<file path="config.mk">
export PLATFORM = sky130hd
export DESIGN_NAME = nco_chan_sched_flat
export DESIGN_NICKNAME = d
export VERILOG_FILES = /design/src/rtl/nco_chan_sched_pkg.sv /design/src/rtl/nco_chan_sched_if.sv /design/src/rtl/nco_chan_sched_tag_pipe.sv /design/src/rtl/nco_chan_sched.sv /design/src/flat_wrapper.sv
export SDC_FILE = /design/constraint.sdc
export NUM_CORES = 1
export LEC_CHECK = 0
export ABC_AREA = 1
export BUFFER_PORTS_ARGS = -buffer_cell sky130_fd_sc_hd__clkbuf_2
export CAP_MARGIN = 20
export CORE_MARGIN = 1
export CORE_UTILIZATION = 52
export CTS_CLUSTER_DIAMETER = 30
export CTS_CLUSTER_SIZE = 28
export DETAILED_ROUTE_END_ITERATION = 12
export HOLD_SLACK_MARGIN = 0.12
export PLACE_DENSITY = 0.69
export SLEW_MARGIN = 25
export SYNTH_ARGS = -nofsm -noshare
export SYNTH_HDL_FRONTEND = slang
export SYNTH_SLANG_ARGS = --single-unit
</file>
<file path="constraint.sdc">
create_clock -name clk -period 45.7 [get_ports clk]
set_input_delay 9.14 -clock clk [delete_from_list [all_inputs] [get_ports clk]]
set_output_delay 9.14 -clock clk [all_outputs]
set_load 0.005 [all_outputs]
</file>
<file path="src/rtl/nco_chan_sched_pkg.sv">
// Shared constants, types and LFSR helpers for the NCO channel scheduler.
package nco_pkg;

   localparam int unsigned NCH        = 4;
   localparam int unsigned PHW        = 32;
   localparam int unsigned ANGLE_W    = 20;
   localparam int unsigned SINCOS_LAT = 7;

   typedef logic [$clog2(NCH)-1:0] ch_t;
   typedef logic [PHW-1:0]         phase_t;
   typedef logic [ANGLE_W-1:0]     angle_t;
   typedef logic [18:0]            smag19_t;

   typedef struct packed {
      logic valid;
      ch_t  ch;
   } tag_t;

   typedef enum logic [1:0] {
      IDLE,
      RUN,
      DRAIN
   } state_t;

   // x^16+x^14+x^13+x^11+1 in right-shift Fibonacci form taps bits 0,2,3,5
   localparam logic [15:0] LFSR_SEED = 16'hACE1;
   localparam logic [15:0] LFSR_TAPS = 16'h002D;

   function automatic logic [15:0] lfsr_next(input logic [15:0] s);
      return {^(s & LFSR_TAPS), s[15:1]};
   endfunction

endpackage

</file>
<file path="src/rtl/nco_chan_sched_if.sv">
// Frequency-write handshake and tagged sin/cos sample bus of the NCO scheduler.
interface nco_chan_sched_if #(
   parameter int unsigned NCH = nco_pkg::NCH,
   parameter int unsigned PHW = nco_pkg::PHW
);
   localparam int unsigned CHW = $clog2(NCH);

   logic           freq_wr_valid;
   logic           freq_wr_ready;
   logic [CHW-1:0] freq_wr_ch;
   logic [PHW-1:0] freq_wr_data;

   logic           out_valid;
   logic [CHW-1:0] out_ch;
   logic [18:0]    out_sin;
   logic [18:0]    out_cos;
   logic           out_frame;

   modport master (
      output freq_wr_valid, freq_wr_ch, freq_wr_data,
      input  freq_wr_ready,
      input  out_valid, out_ch, out_sin, out_cos, out_frame
   );

   modport slave (
      input  freq_wr_valid, freq_wr_ch, freq_wr_data,
      output freq_wr_ready,
      output out_valid, out_ch, out_sin, out_cos, out_frame
   );

endinterface

</file>
<file path="src/rtl/nco_chan_sched_tag_pipe.sv">
// Channel-tag delay line matching the shared sincos pipeline latency.
module nco_tag_pipe
   import nco_pkg::*;
#(
   parameter int unsigned DEPTH = SINCOS_LAT,
   parameter type         T     = tag_t
) (
   input  logic clk,
   input  logic rst,
   input  T     tag_in,
   output T     tag_out
);

   T [DEPTH-1:0] stage;

   always_ff @(posedge clk or posedge rst) begin
      if (rst) begin
         stage <= '0;
      end else begin
         stage <= {stage[DEPTH-2:0], tag_in};
      end
   end

   assign tag_out = stage[DEPTH-1];

endmodule

</file>
<file path="src/rtl/nco_chan_sched.sv">
// Round-robin NCO scheduler sharing one sincos pipeline across NCH channels.
// Optional angle dithering is enabled by defining NCO_PHASE_DITHER_EN.
module nco_chan_sched #(
   parameter int unsigned NCH        = nco_pkg::NCH,
   parameter int unsigned PHW        = nco_pkg::PHW,
   parameter int unsigned ANGLE_W    = nco_pkg::ANGLE_W,
   parameter int unsigned SINCOS_LAT = nco_pkg::SINCOS_LAT
) (
   input  logic                 clk,
   input  logic                 rst,
   input  logic                 run,
   input  logic [NCH-1:0]       phase_clr,
   output logic [ANGLE_W-1:0]   angle,
   input  nco_pkg::smag19_t     sin_in,
   input  nco_pkg::smag19_t     cos_in,
   output logic                 busy,
   nco_chan_sched_if.slave      bus
);
   import nco_pkg::*;

   localparam int unsigned CHW   = $clog2(NCH);
   localparam int unsigned CNT_W = $clog2(SINCOS_LAT + 2);
   localparam logic [CHW-1:0] SLOT_LAST = CHW'(NCH - 1);
   localparam logic [CHW-1:0] SLOT_PEN  = CHW'(NCH - 2);

   typedef struct packed {
      logic           valid;
      logic [CHW-1:0] ch;
   } ctag_t;

   state_t            state;
   logic [CHW-1:0]    slot;
   logic [CNT_W-1:0]  drain_cnt;
   logic [PHW-1:0]    phase_v  [NCH];
   logic [NCH-1:0]    pending;
   logic [NCH-1:0]    clr_pend;
   logic [NCH-1:0]    wr_mask;
   logic [ANGLE_W-1:0] angle_nx;
   logic              issue;
   logic              commit;
   logic              wr_acc;
   ctag_t             tag_q;
   ctag_t             tag_d;

   assign issue  = (state == RUN);
   assign commit = (state != RUN) || (slot == SLOT_LAST);
   assign wr_acc = bus.freq_wr_valid && bus.freq_wr_ready;

   always_comb begin
      wr_mask = '0;
      if (wr_acc) wr_mask = NCH'(1) << bus.freq_wr_ch;
   end

`ifdef NCO_PHASE_DITHER_EN
   localparam int unsigned DITH_W = PHW - ANGLE_W;
   logic [15:0]    lfsr;
   logic [PHW-1:0] dith_sum;

   always_ff @(posedge clk or posedge rst) begin
      if (rst) begin
         lfsr <= LFSR_SEED;
      end else if (issue) begin
         lfsr <= lfsr_next(lfsr);
      end
   end

   always_comb begin
      dith_sum = phase_v[slot] + PHW'(lfsr[DITH_W-1:0]);
      angle_nx = ANGLE_W'(dith_sum >> DITH_W);
   end
`else
   always_comb begin
      angle_nx = phase_v[slot][PHW-1 -: ANGLE_W];
   end
`endif

   always_ff @(posedge clk or posedge rst) begin
      if (rst) begin
         state             <= IDLE;
         slot              <= '0;
         drain_cnt         <= '0;
         busy              <= 1'b0;
         bus.freq_wr_ready <= 1'b1;
      end else begin
         case (state)
            IDLE: begin
               if (run) begin
                  state <= RUN;
                  slot  <= '0;
                  busy  <= 1'b1;
               end
            end
            RUN: begin
               slot              <= slot + 1'b1;
               // ready is blocked exactly while the commit slot is current
               bus.freq_wr_ready <= (slot != SLOT_PEN);
               if (slot == SLOT_LAST && !run) begin
                  state     <= DRAIN;
                  drain_cnt <= CNT_W'(SINCOS_LAT + 1);
               end
            end
            DRAIN: begin
               if (run) begin
                  state <= RUN;
                  slot  <= '0;
               end else if (drain_cnt == '0) begin
                  state <= IDLE;
                  busy  <= 1'b0;
               end else begin
                  drain_cnt <= drain_cnt - 1'b1;
               end
            end
            default: state <= IDLE;
         endcase
      end
   end

   always_ff @(posedge clk or posedge rst) begin
      if (rst) begin
         pending  <= '0;
         clr_pend <= '0;
      end else begin
         // requests landing on a commit edge survive to the following commit
         pending  <= (commit ? '0 : pending)  | wr_mask;
         clr_pend <= (commit ? '0 : clr_pend) | phase_clr;
      end
   end

   for (genvar g = 0; g < NCH; g++) begin : g_ch
      logic [PHW-1:0] phase_q;
      logic [PHW-1:0] freq_active;
      logic [PHW-1:0] freq_shadow;

      always_ff @(posedge clk or posedge rst) begin
         if (rst) begin
            phase_q     <= '0;
            freq_active <= '0;
            freq_shadow <= '0;
         end else begin
            if (issue && slot == CHW'(g)) phase_q <= phase_q + freq_active;
            if (commit && clr_pend[g])    phase_q <= '0;
            if (commit && pending[g])     freq_active <= freq_shadow;
            if (wr_mask[g])               freq_shadow <= bus.freq_wr_data;
         end
      end

      assign phase_v[g] = phase_q;
   end

   always_ff @(posedge clk or posedge rst) begin
      if (rst) begin
         angle <= '0;
         tag_q <= '0;
      end else begin
         tag_q <= '0;
         if (issue) begin
            angle <= angle_nx;
            tag_q <= {1'b1, slot};
         end
      end
   end

   nco_tag_pipe #(
      .DEPTH (SINCOS_LAT),
      .T     (ctag_t)
   ) u_tag_pipe (
      .clk     (clk),
      .rst     (rst),
      .tag_in  (tag_q),
      .tag_out (tag_d)
   );

   always_ff @(posedge clk or posedge rst) begin
      if (rst) begin
         bus.out_valid <= 1'b0;
         bus.out_frame <= 1'b0;
         bus.out_ch    <= '0;
         bus.out_sin   <= '0;
         bus.out_cos   <= '0;
      end else begin
         bus.out_valid <= tag_d.valid;
         bus.out_frame <= tag_d.valid && (tag_d.ch == '0);
         if (tag_d.valid) begin
            bus.out_ch  <= tag_d.ch;
            bus.out_sin <= sin_in;
            bus.out_cos <= cos_in;
         end
      end
   end

endmodule

</file>
<file path="src/flat_wrapper.sv">
// flat-port wrapper written by rule: the top's interface ports become plain ports
module nco_chan_sched_flat import nco_pkg::*;
#(
   parameter int unsigned NCH        = nco_pkg::NCH,
   parameter int unsigned PHW        = nco_pkg::PHW,
   parameter int unsigned ANGLE_W    = nco_pkg::ANGLE_W,
   parameter int unsigned SINCOS_LAT = nco_pkg::SINCOS_LAT
)
  (clk, rst, run, phase_clr, angle, sin_in, cos_in, busy, bus_freq_wr_valid, bus_freq_wr_ch, bus_freq_wr_data, bus_freq_wr_ready, bus_out_valid, bus_out_ch, bus_out_sin, bus_out_cos, bus_out_frame);
  nco_chan_sched_if #(.NCH(NCH), .PHW(PHW)) bus_i ();
  input  logic clk;
  input  logic rst;
  input  logic run;
  input  logic [NCH-1:0] phase_clr;
  output logic [ANGLE_W-1:0] angle;
  input  nco_pkg::smag19_t sin_in;
  input  nco_pkg::smag19_t cos_in;
  output logic busy;
  input wire logic [$bits(bus_i.freq_wr_valid)-1:0] bus_freq_wr_valid;
  input wire logic [$bits(bus_i.freq_wr_ch)-1:0] bus_freq_wr_ch;
  input wire logic [$bits(bus_i.freq_wr_data)-1:0] bus_freq_wr_data;
  output wire logic [$bits(bus_i.freq_wr_ready)-1:0] bus_freq_wr_ready;
  output wire logic [$bits(bus_i.out_valid)-1:0] bus_out_valid;
  output wire logic [$bits(bus_i.out_ch)-1:0] bus_out_ch;
  output wire logic [$bits(bus_i.out_sin)-1:0] bus_out_sin;
  output wire logic [$bits(bus_i.out_cos)-1:0] bus_out_cos;
  output wire logic [$bits(bus_i.out_frame)-1:0] bus_out_frame;
  assign bus_i.freq_wr_valid = bus_freq_wr_valid;
  assign bus_i.freq_wr_ch = bus_freq_wr_ch;
  assign bus_i.freq_wr_data = bus_freq_wr_data;
  assign bus_freq_wr_ready = bus_i.freq_wr_ready;
  assign bus_out_valid = bus_i.out_valid;
  assign bus_out_ch = bus_i.out_ch;
  assign bus_out_sin = bus_i.out_sin;
  assign bus_out_cos = bus_i.out_cos;
  assign bus_out_frame = bus_i.out_frame;
  nco_chan_sched #(.NCH(NCH), .PHW(PHW), .ANGLE_W(ANGLE_W), .SINCOS_LAT(SINCOS_LAT)) u_core (.clk(clk), .rst(rst), .run(run), .phase_clr(phase_clr), .angle(angle), .sin_in(sin_in), .cos_in(cos_in), .busy(busy), .bus(bus_i));
endmodule
</file>
==> impl_metrics.env, run 1 <==
export IMPL_status="finished clean"
export IMPL_yosys_register_bits=488
export IMPL_finalWorstSetupSlack_ps=34840
export IMPL_period_share=0.2377
export IMPL_start_util=0.5312
export IMPL_cts_max_level=3
export IMPL_drtPass1Iterations=5
export IMPL_powerDensity_nw_per_um2=70.99
export IMPL_max_slew_margin=0.3248
export IMPL_synth_most_common_cell="nand2_1"
export IMPL_cp_max_fo=102
export IMPL_syn_area_sq_um=27530
export IMPL_muxShareOfSynthArea=0.05236
export IMPL_ctsHoldBuffers=0
export IMPL_rr_worst_depth=9
export IMPL_cts_buffers=100
export IMPL_crit_type="input port to async pin"
export IMPL_clkTransAtPathRegs_ps=50
export IMPL_drt_iter0_drc=2262
export IMPL_fp_row_count=83
export IMPL_fp_dieW_microns=232.1
export IMPL_rsz0062_at_grt="false"
export IMPL_leakagePower_nw=18.26
export IMPL_setup_tns_ps=0
export IMPL_tritoncts="done"
export IMPL_setup_viol=0
export IMPL_nets=4065
export IMPL_place_gp_congestion=1.007
export IMPL_dp_slack_ps=33930
export IMPL_p_int_mw=1.388
export IMPL_synth_top_family_by_area="simple AND/OR/NAND/NOR gates"
export IMPL_route_detailed_drc=0
export IMPL_hp_class="flop to flop"
export IMPL_whs_path_depth=0
export IMPL_area_growth_pct=17.70
export IMPL_synth_cell_types=37
export IMPL_die_area_sq_um=53860
export IMPL_place_hpwl_microns=58980
export IMPL_tightestPinTransition_ps=1002
export IMPL_worst_ir_drop_vdd_mv=0.05068
export IMPL_skew_ps=46.30
export IMPL_start_kind="input port"
export IMPL_synth_area_per_cell_sq_um=7.478
export IMPL_cp_data_required_time_ps=46340
export IMPL_grt_max_degree=172
export IMPL_endpoint_kind="async pin"
export IMPL_ys_top_cells_by_area="dfrtp_1 (44%), nand2_1 (19%), inv_1 (6.9%)"
export IMPL_grtUsageTotal=0.3095
export IMPL_ant_nets=0
export IMPL_clkPwrFrac=0.325
export IMPL_place_area_sq_um=28820
export IMPL_critical_path_arrival_ps=11500
export IMPL_cts_resized=0
export IMPL_synth_simple_area_share=0.2678
export IMPL_synthTopCellsByCount="nand2_1 (1393), inv_1 (504), dfrtp_1 (487)"
export IMPL_pwr_share_comb=0.361
export IMPL_seq_power_share=0.314
export IMPL_synth_xor_area_frac=0.002545
export IMPL_grt_antenna_before_repair=14
export IMPL_drive_gt1_frac=0.1227
export IMPL_timing_max_transition_violations_final=0
export IMPL_wl_microns=81480
export IMPL_fin_area_sq_um=32400
export IMPL_dieHeight_microns=232.1
export IMPL_avgRoutedWirePerCell_microns=17.63
export IMPL_syn_num_nets=3895
export IMPL_cts_buffer_depth=3
export IMPL_yosys_most_used_dff="dfrtp_1"
export IMPL_cts_setup_buffers=0
export IMPL_io_pins=144
export IMPL_max_freq_mhz=92.04
export IMPL_clock_sinks=488
export IMPL_vias=24240
export IMPL_hold_viol_final=0
export IMPL_yosysWarnings=0
export IMPL_synth_fa_ha_area_frac=0.06200
export IMPL_power_switching_uw=912.2
export IMPL_ctsRootBufferMaster="clkbuf_16"
export IMPL_core_sq_um=51820
export IMPL_min_period_ps=10860
export IMPL_placement_io_buffers=143
export IMPL_yosysTopAreaCellShare=0.4427
export IMPL_synthArstFlopShare=1.000
export IMPL_ys_seq_area_frac=0.4437
export IMPL_grt_pass1_wl_microns=127400
export IMPL_synth_compound_area_frac=0.08545
export IMPL_drv_cap=0
export IMPL_netlist_instances=3681
export IMPL_swShare=0.3966
export IMPL_yosys_area_top_type="dfrtp_1"
export IMPL_grt_overflow=0
export IMPL_clk_latency_ps=660
export IMPL_synth_edf_count=0
export IMPL_vias_per_cell=5.245
export IMPL_grt_pass1_vias=22790
-- registers in the layout, indices dropped and copies added (netlist names), 2 cells and up --
register	count
u_core.state	2
u_core.clr_pend	4
u_core.bus.out_sin	19
u_core.pending	4
u_core.bus.out_ch	2
u_core.g_ch.phase_q	128
u_core.u_tag_pipe.tag_out	3
u_core.u_tag_pipe.stage	18
u_core.tag_q	3
u_core.slot	2
u_core.bus.out_cos	19
u_core.g_ch.freq_shadow	128
u_core.drain_cnt	4
u_core.g_ch.freq_active	128
u_core.angle	20
-- worst max-delay path: stages --
cell      delay (ps)
clkbuf_2         120
inv_8            510
buf_4            820
buf_4            780
-- worst paths after layout --
kind	startpoint	end	slack [ps]
min in group asynchronous	rst	u_core.g_ch[2].phase_q[8]	8640
max	rst	u_core.g_ch[0].freq_shadow[9]	34840
min	u_core.u_tag_pipe.stage[8]	u_core.u_tag_pipe.stage[11]	340
min reg2reg	u_core.u_tag_pipe.stage[8]	u_core.u_tag_pipe.stage[11]	340
max in group clk	u_core.bus.freq_wr_ready	bus_freq_wr_ready	35270
max reg2reg	u_core.slot[0]	u_core.g_ch[2].phase_q[24]	42520
-- cells in the final DEF (no fill, tap or decap), types with 4 or more instances in the layout --
cell        netlist  layout
nor2_1          261     259
a21o_1            5       5
inv_1           504     501
dfrtp_1         487     487
o22ai_1           4       4
xor2_1            4       4
o21bai_1          9       9
nand4_1          16      16
a31oi_1          21      21
mux2_2          119     119
nand3_1         163     161
clkbuf_16         0     102
clkbuf_2          0     143
clkinvlp_4        0      11
inv_8             0       5
buf_4            17      15
inv_2            10      11
or2_2             4       4
o21ai_1          45      45
clkbuf_1         44      13
o21ai_0         203     203
fa_1              4       4
ha_1            130     130
a21oi_1         136     136
clkinv_4          0       8
clkbuf_8          0      15
bufinv_16         0      11
mux2_1            9       9
diode_2           0       5
xnor2_1           4       4
clkinv_2          0      13
nor3_1           24      24
nand2_1        1393    1391
and2_1            9       9
a32o_1            5       5
a22o_1            8       8
inv_6             0       7
-- power groups by stage --
stage,combinational [mW],clock [mW],sequential [mW]
2_1_floorplan,0.595,0,0.678
3_3_place_gp,0.799,0,0.721
3_5_place_dp,0.814,0,0.723
4_1_cts,0.823,0.757,0.720
5_1_grt,0.933,0.778,0.737
6_report,0.830,0.749,0.722
-- metrics by stage --
stage | utilization | hold WS [ps] | std cells | power, mW
floorplan | - | 331.2 | 3681 | 1.273
global placement | 0.5561 | 332.7 | 4429 | 1.519
detailed placement | 0.5562 | 336.2 | 4429 | 1.537
CTS | 0.6246 | 347.3 | 4616 | 2.300
global route | 0.6251 | 344.6 | 4617 | 2.449
finish | 0.6253 | 341.5 | 4621 | 2.300
-- area by class of cell --
class                           instances  area (sq um)
Antenna cell                            5         12.51
Multi-Input combinational cell       2587         12990
Clock inverter                         57         734.5
Sequential cell                       488         12210
Fill cell                            4774         19420
Inverter                              514          1937
Tap cell                              680         850.8
Timing Repair Buffer                  160         859.6
Clock buffer                          130          2808
-- cell families (layout without fill, tap and decap cells) --
family / after synthesis / count (layout)
other cells: 0 / 5
mux: 128 / 128
flops: 488 / 488
xor+xnor: 8 / 8
buf+inv: 606 / 861
compound gates: 442 / 442
simple gates: 1875 / 1875
fa+ha+maj: 134 / 134
-- metal layers --
metal  routed length (microns)  track usage  share of wire
met5                         0            0              0
met4                      2950       0.1273          0.036
met3                      6021      0.05464          0.074
met2                     35920       0.4715           0.44
met1                     36590       0.4351           0.45
Note: power is estimated with default switching activity, not from simulation.
==> inputs of run 2 (changes only) <==
- ABC_AREA: 1 -> 0
- PLACE_DENSITY: 0.69 -> 0.72
- clock period: 45.7 -> 9.2 ns (I/O delays scaled with it)
==> run 2 against run 1 <==
  * Flip-flop and latch count stayed put
  * Via count is 27% lower
  * Core utilization is 0.93 points higher
  * Combinational power grew to 5.5 times the previous value
  * First-iteration DRC count is 49% lower
  * Critical path depth is 2 higher
  * Clock power grew to 5.0 times the previous value
  * Power grew to 5.2 times the previous value
  * Wire length is 26% lower
  * Hold slack worse by 0.91 ps
  * Die area is 11% lower
  * Global-route usage is 5.3 points lower
==> impl_metrics.env, run 2 <==
export IMPL_nets=2529
export IMPL_leakagePower_nw=13.81
export IMPL_holdWs_ps=340.6
export IMPL_yosysWarnings=0
export IMPL_fin_area_sq_um=29540
export IMPL_fp_dieW_microns=219.2
export IMPL_max_slew_margin=0.2245
export IMPL_period_share=0.3797
export IMPL_setup_viol=0
export IMPL_route_detailed_drc=0
export IMPL_cts_max_level=3
export IMPL_worstHoldStart="u_core.tag_q[1]"
export IMPL_synth_cell_types=85
export IMPL_fillers=3495
export IMPL_grt_antenna_before_repair=2
export IMPL_drt_iter0_drc=1149
export IMPL_max_freq_mhz=286.2
export IMPL_clock_sinks=488
export IMPL_status="finished clean"
export IMPL_timing_max_transition_violations_final=0
export IMPL_ant_nets=0
export IMPL_crit_type="flop to flop"
export IMPL_hp_class="flop to flop"
export IMPL_cpMaxStageDelayCell="dfrtp_1"
export IMPL_area_growth_pct=20.47
export IMPL_setup_tns_ps=0
export IMPL_critical_path_arrival_ps=3990
export IMPL_skew_ps=19.41
export IMPL_netlist_instances=2122
export IMPL_yosys_area_top_type="dfrtp_1"
export IMPL_grt_max_degree=167
export IMPL_syn_area_sq_um=24520
export IMPL_cp_slowest_stage_delay_ps=1050
export IMPL_cp_max_fo=24
export IMPL_synth_most_common_cell="dfrtp_1"
export IMPL_largestRegisters="u_core.g_ch.freq_active x128, u_core.g_ch.freq_shadow x128, u_core.g_ch.phase_q x128"
export IMPL_start_kind="flop"
export IMPL_core_sq_um=46560
export IMPL_place_area_sq_um=25930
export IMPL_ctsHoldBuffers=0
export IMPL_powerDensity_nw_per_um2=405.6
export IMPL_cpMostUsedCell="nand2_1"
export IMPL_tightestPinTransition_ps=1159
export IMPL_hold_viol_final=0
export IMPL_drtPass1Iterations=5
export IMPL_yosys_register_bits=488
export IMPL_avgRoutedWirePerCell_microns=19.99
export IMPL_cp_cell_sequence="ha_1 > inv_1 > nand2_1 > nand2_1 > buf_4 > mux2_2"
export IMPL_place_hpwl_microns=42050
export IMPL_grtUsageTotal=0.2569
export IMPL_fp_row_count=79
export IMPL_grt_pass1_vias=17860
export IMPL_cp_data_required_time_ps=9690
export IMPL_final_common_cell="dfrtp_1"
export IMPL_endpoint_kind="flop"
export IMPL_clkTransAtPathRegs_ps=50
export IMPL_ys_seq_area_frac=0.4980
export IMPL_clk_latency_ps=620
export IMPL_drv_cap=0
export IMPL_worst_ir_drop_vdd_mv=0.2069
export IMPL_rsz0062_at_grt="false"
export IMPL_yosys_most_used_dff="dfrtp_1"
export IMPL_synth_area_per_cell_sq_um=11.56
export IMPL_die_area_sq_um=48030
export IMPL_min_period_ps=3494
export IMPL_cts_resized=0
export IMPL_cts_buffers=101
export IMPL_tritoncts="done"
export IMPL_cts_setup_buffers=0
export IMPL_ctsRootBufferMaster="clkbuf_16"
export IMPL_r2r_start="u_core.slot[1]"
export IMPL_insertedDiodeCount=0
export IMPL_final_cell_mix="dfrtp_1 (487), mux2_2 (297), nand2_1 (223)"
export IMPL_synthArstFlopShare=1.000
export IMPL_synthTopCellsByCount="dfrtp_1 (487), mux2_2 (297), nand2_1 (223)"
export IMPL_cts_buffer_depth=3
export IMPL_grt_overflow=0
export IMPL_vias_per_cell=5.882
export IMPL_grt_pass1_wl_microns=95910
export IMPL_yosysTopAreaCellShare=0.4970
export IMPL_drive_gt1_frac=0.2945
export IMPL_start_util=0.5267
export IMPL_place_gp_congestion=0.9231
export IMPL_io_pins=144
export IMPL_ys_top_cells_by_area="dfrtp_1 (50%), mux2_2 (14%), ha_1 (6.6%)"
export IMPL_dieHeight_microns=219.2
export IMPL_syn_num_nets=2336
export IMPL_wl_microns=60190
export IMPL_vias=17710
export IMPL_placement_io_buffers=143
export IMPL_startpoint="u_core.slot[1]"
export IMPL_synth_edf_count=0
-- run 2: cell type report --
cell class / instances / area (sq um) / area share
Clock buffer: 123 / 2804 / 0.09491
Clock inverter: 69 / 804.5 / 0.02723
Inverter: 39 / 150.1 / 0.005082
Multi-Input combinational cell: 1518 / 11890 / 0.4025
Sequential cell: 488 / 12210 / 0.4134
Tap cell: 607 / 759.5 / 0.02571
Timing Repair Buffer: 167 / 920.9 / 0.03117
-- run 2: through the flow --
stage	power, mW	worst slack (ps)	utilization	cells
after CTS	12.00	5743	0.6346	3011
final	11.98	5706	0.6346	3011
after floorplan	6.941	744.2	-	2122
after global placement	7.974	5592	0.5569	2819
after global routing	12.72	5524	0.6346	3011
after detailed placement	8.162	5549	0.5570	2819
-- run 2: cell families after synthesis --
group,Yosys count,synth area share
AOI/OAI and AO/OA,511,0.1380
buffers and inverters,116,0.01801
muxes,322,0.1568
and+or+nand+nor,458,0.08638
adders and majority gates,134,0.06960
xor gates and xnor gates,93,0.03322
DFF,488,0.4980
-- run 2: critical path: cells and delay by family, from the launching register on --
family,cells,cell delay (ps)
fa+ha+maj,1,510
mux,1,290
simple gates,2,940
buf+inv,2,560
flops,1,1050
-- run 2: report_power, final --
group          internal [mW]  leakage [nW]  switching [mW]
clock                   2.50          1.74            1.25
combinational           2.04          6.03            2.51
sequential              3.03          6.04           0.657
-- run 2: final timing paths --
path | end | slack [ps] | cells after the start
max | u_core.g_ch[3].freq_active[24] | 5710 | 6
min | u_core.u_tag_pipe.stage[1] | 340 | 0
max reg2reg | u_core.g_ch[3].freq_active[24] | 5710 | 6
min reg2reg | u_core.u_tag_pipe.stage[1] | 340 | 0
max in group asynchronous | u_core.g_ch[1].phase_q[25] | 6210 | 4
min in group asynchronous | u_core.bus.out_sin[0] | 1330 | 3
-- run 2: layer usage --
layer  GRT usage  up-vias  part of all wire
li1            -     8190                 -
met1      0.3535     8847              0.45
met2      0.4126      572              0.46
met3     0.04255      101             0.064
met4     0.08704        0             0.021
met5           0        -                 0
==> inputs of run 3 (changes only) <==
- PLACE_DENSITY: 0.72 -> 0.7
- clock period: 9.2 -> 3.7 ns (I/O delays scaled with it)
==> run 3 against run 2 <==
  * Hold slack got worse by 35 ps
  * Global-route usage increased by 0.51 points
  * Largest power group unchanged
  * Clock power increased by 140%
  * First-iteration DRC count decreased by 3.8%
  * Clock skew decreased by 4.5 ps
  * Final cell count about the same
  * Power increased by 150%
  * Critical path depth increased by 5
  * Non-clock buffer count increased by 8
  * Die area unchanged
==> impl_metrics.env, run 3 (synthesized netlist as in run 2, its figures left out) <==
export IMPL_status="finished clean"
export IMPL_nets=2535
export IMPL_start_kind="flop"
export IMPL_worst_ir_drop_vdd_mv=0.5201
export IMPL_drt_iter0_drc=1105
export IMPL_cts_buffer_depth=3
export IMPL_cp_data_required_time_ps=4200
export IMPL_leakagePower_nw=13.79
export IMPL_r2r_end="u_core.g_ch[3].phase_q[20]"
export IMPL_regArea_sq_um=12210
export IMPL_clock_sinks=488
export IMPL_avgRoutedWirePerCell_microns=20.20
export IMPL_rr_worst_depth=11
export IMPL_placement_io_buffers=143
export IMPL_clkTransAtPathRegs_ps=50
export IMPL_cp_max_fo=4
export IMPL_grt_max_degree=148
export IMPL_grt_pass1_vias=18120
export IMPL_finalWorstSetupSlack_ps=461.1
export IMPL_largestRegisters="u_core.g_ch.freq_active x128, u_core.g_ch.freq_shadow x128, u_core.g_ch.phase_q x128"
export IMPL_skew_ps=14.90
export IMPL_max_slew_margin=0.3147
export IMPL_hp_class="input port to flop"
export IMPL_multi_input_area_sq_um=11890
export IMPL_max_freq_mhz=308.8
export IMPL_dp_slack_ps=512.9
export IMPL_fp_dieW_microns=219.2
export IMPL_final_common_cell="dfrtp_1"
export IMPL_r2r_slack_ps=460
export IMPL_cts_resized=0
export IMPL_io_pins=144
export IMPL_die_area_sq_um=48030
export IMPL_r2r_start="u_core.g_ch[3].freq_active[0]"
export IMPL_grt_overflow=0
export IMPL_powerDensity_nw_per_um2=1002
export IMPL_ant_nets=0
export IMPL_grtUsageTotal=0.2619
export IMPL_route_detailed_drc=0
export IMPL_holdWs_ps=305.7
export IMPL_drv_cap=0
export IMPL_setup_tns_ps=0
export IMPL_crit_type="flop to flop"
export IMPL_fp_row_count=79
export IMPL_setup_viol=0
export IMPL_cts_buffers=99
export IMPL_finalPower_mw=29.57
export IMPL_min_period_ps=3239
export IMPL_drtPass1Iterations=5
export IMPL_fillers=3579
export IMPL_final_cell_mix="dfrtp_1 (487), mux2_2 (297), nand2_1 (223)"
export IMPL_cts_setup_buffers=0
export IMPL_grt_antenna_before_repair=1
export IMPL_clk_latency_ps=630
export IMPL_start_util=0.5267
export IMPL_period_share=0.8754
export IMPL_vias_per_cell=5.858
export IMPL_endpoint_kind="flop"
export IMPL_rsz0062_at_grt="false"
export IMPL_place_gp_congestion=0.9585
export IMPL_cp_endpoint="u_core.g_ch[3].phase_q[20]"
export IMPL_wl_microns=60870
export IMPL_insertedDiodeCount=0
export IMPL_tritoncts="done"
export IMPL_fin_util=0.6339
export IMPL_drive_gt1_frac=0.2943
export IMPL_hold_viol_final=0
export IMPL_ctsRootBufferMaster="clkbuf_16"
export IMPL_area_growth_pct=20.34
export IMPL_startpoint="u_core.g_ch[3].freq_active[0]"
export IMPL_place_hpwl_microns=42860
export IMPL_cts_max_level=3
export IMPL_grt_pass1_wl_microns=97080
export IMPL_dieHeight_microns=219.2
export IMPL_tightestPinTransition_ps=1024
export IMPL_critical_path_arrival_ps=3740
export IMPL_timing_max_transition_violations_final=0
export IMPL_core_sq_um=46560
export IMPL_vias=17650
[run 3: stage by stage]
stage,cells,instance area (sq um)
2_1_floorplan,2122,24530
3_3_place_gp,2826,26020
3_5_place_dp,2826,26030
4_1_cts,3013,29510
5_1_grt,3013,29510
6_report,3013,29510
[run 3: worst min path at each step]
stage	endpoint	from	cells past startpoint	slack, ps
floorplan	u_core.u_tag_pipe.stage[0]	u_core.tag_q[0]	0	330
global placement	u_core.u_tag_pipe.stage[6]	u_core.u_tag_pipe.stage[3]	0	330
detailed placement	u_core.u_tag_pipe.stage[4]	u_core.u_tag_pipe.stage[1]	0	340
CTS	u_core.clr_pend[0]	phase_clr[0]	2	270
global route	u_core.clr_pend[0]	phase_clr[0]	2	300
finish	u_core.clr_pend[0]	phase_clr[0]	2	310
[run 3: cell type report]
class                      instances  share of cell area
tap                              607             0.02574
multi-input combinational       1518              0.4030
timing repair buffer             175             0.03460
sequential                       488              0.4138
inverter                          39            0.005088
clock buffer                     115             0.08908
clock inverter                    71             0.02870
[run 3: critical path, cell delays in order, from the launching register on]
cell      delay, ps
dfrtp_1         380
ha_1            250
fa_1            430
a211oi_1        310
o21ai_0         230
nand4_1         190
nand2_1         120
a31oi_1         350
o21ba_2         190
o21ai_0         110
and4b_1         210
or3_1           350
[run 3: report_power, final]
part,switching [mW],internal (mW)
Combinational,6.33,5.11
Clock,3.12,5.96
Sequential,1.52,7.53
[run 3: layer usage]
metal,wire [microns],up-vias,GRT usage,share of wire
met5,0,-,0,0
met4,1483,0,0.1002,0.024
met3,3309,102,0.04200,0.054
met2,28120,503,0.4172,0.46
met1,27960,8845,0.3598,0.46
li1,-,8199,-,-
[run 3: timing repair]
item                                    4_1_cts  5_1_grt
endpoints found under the setup margin        0        0
endpoints found under the hold margin         2        0
hold buffers                                  1        0
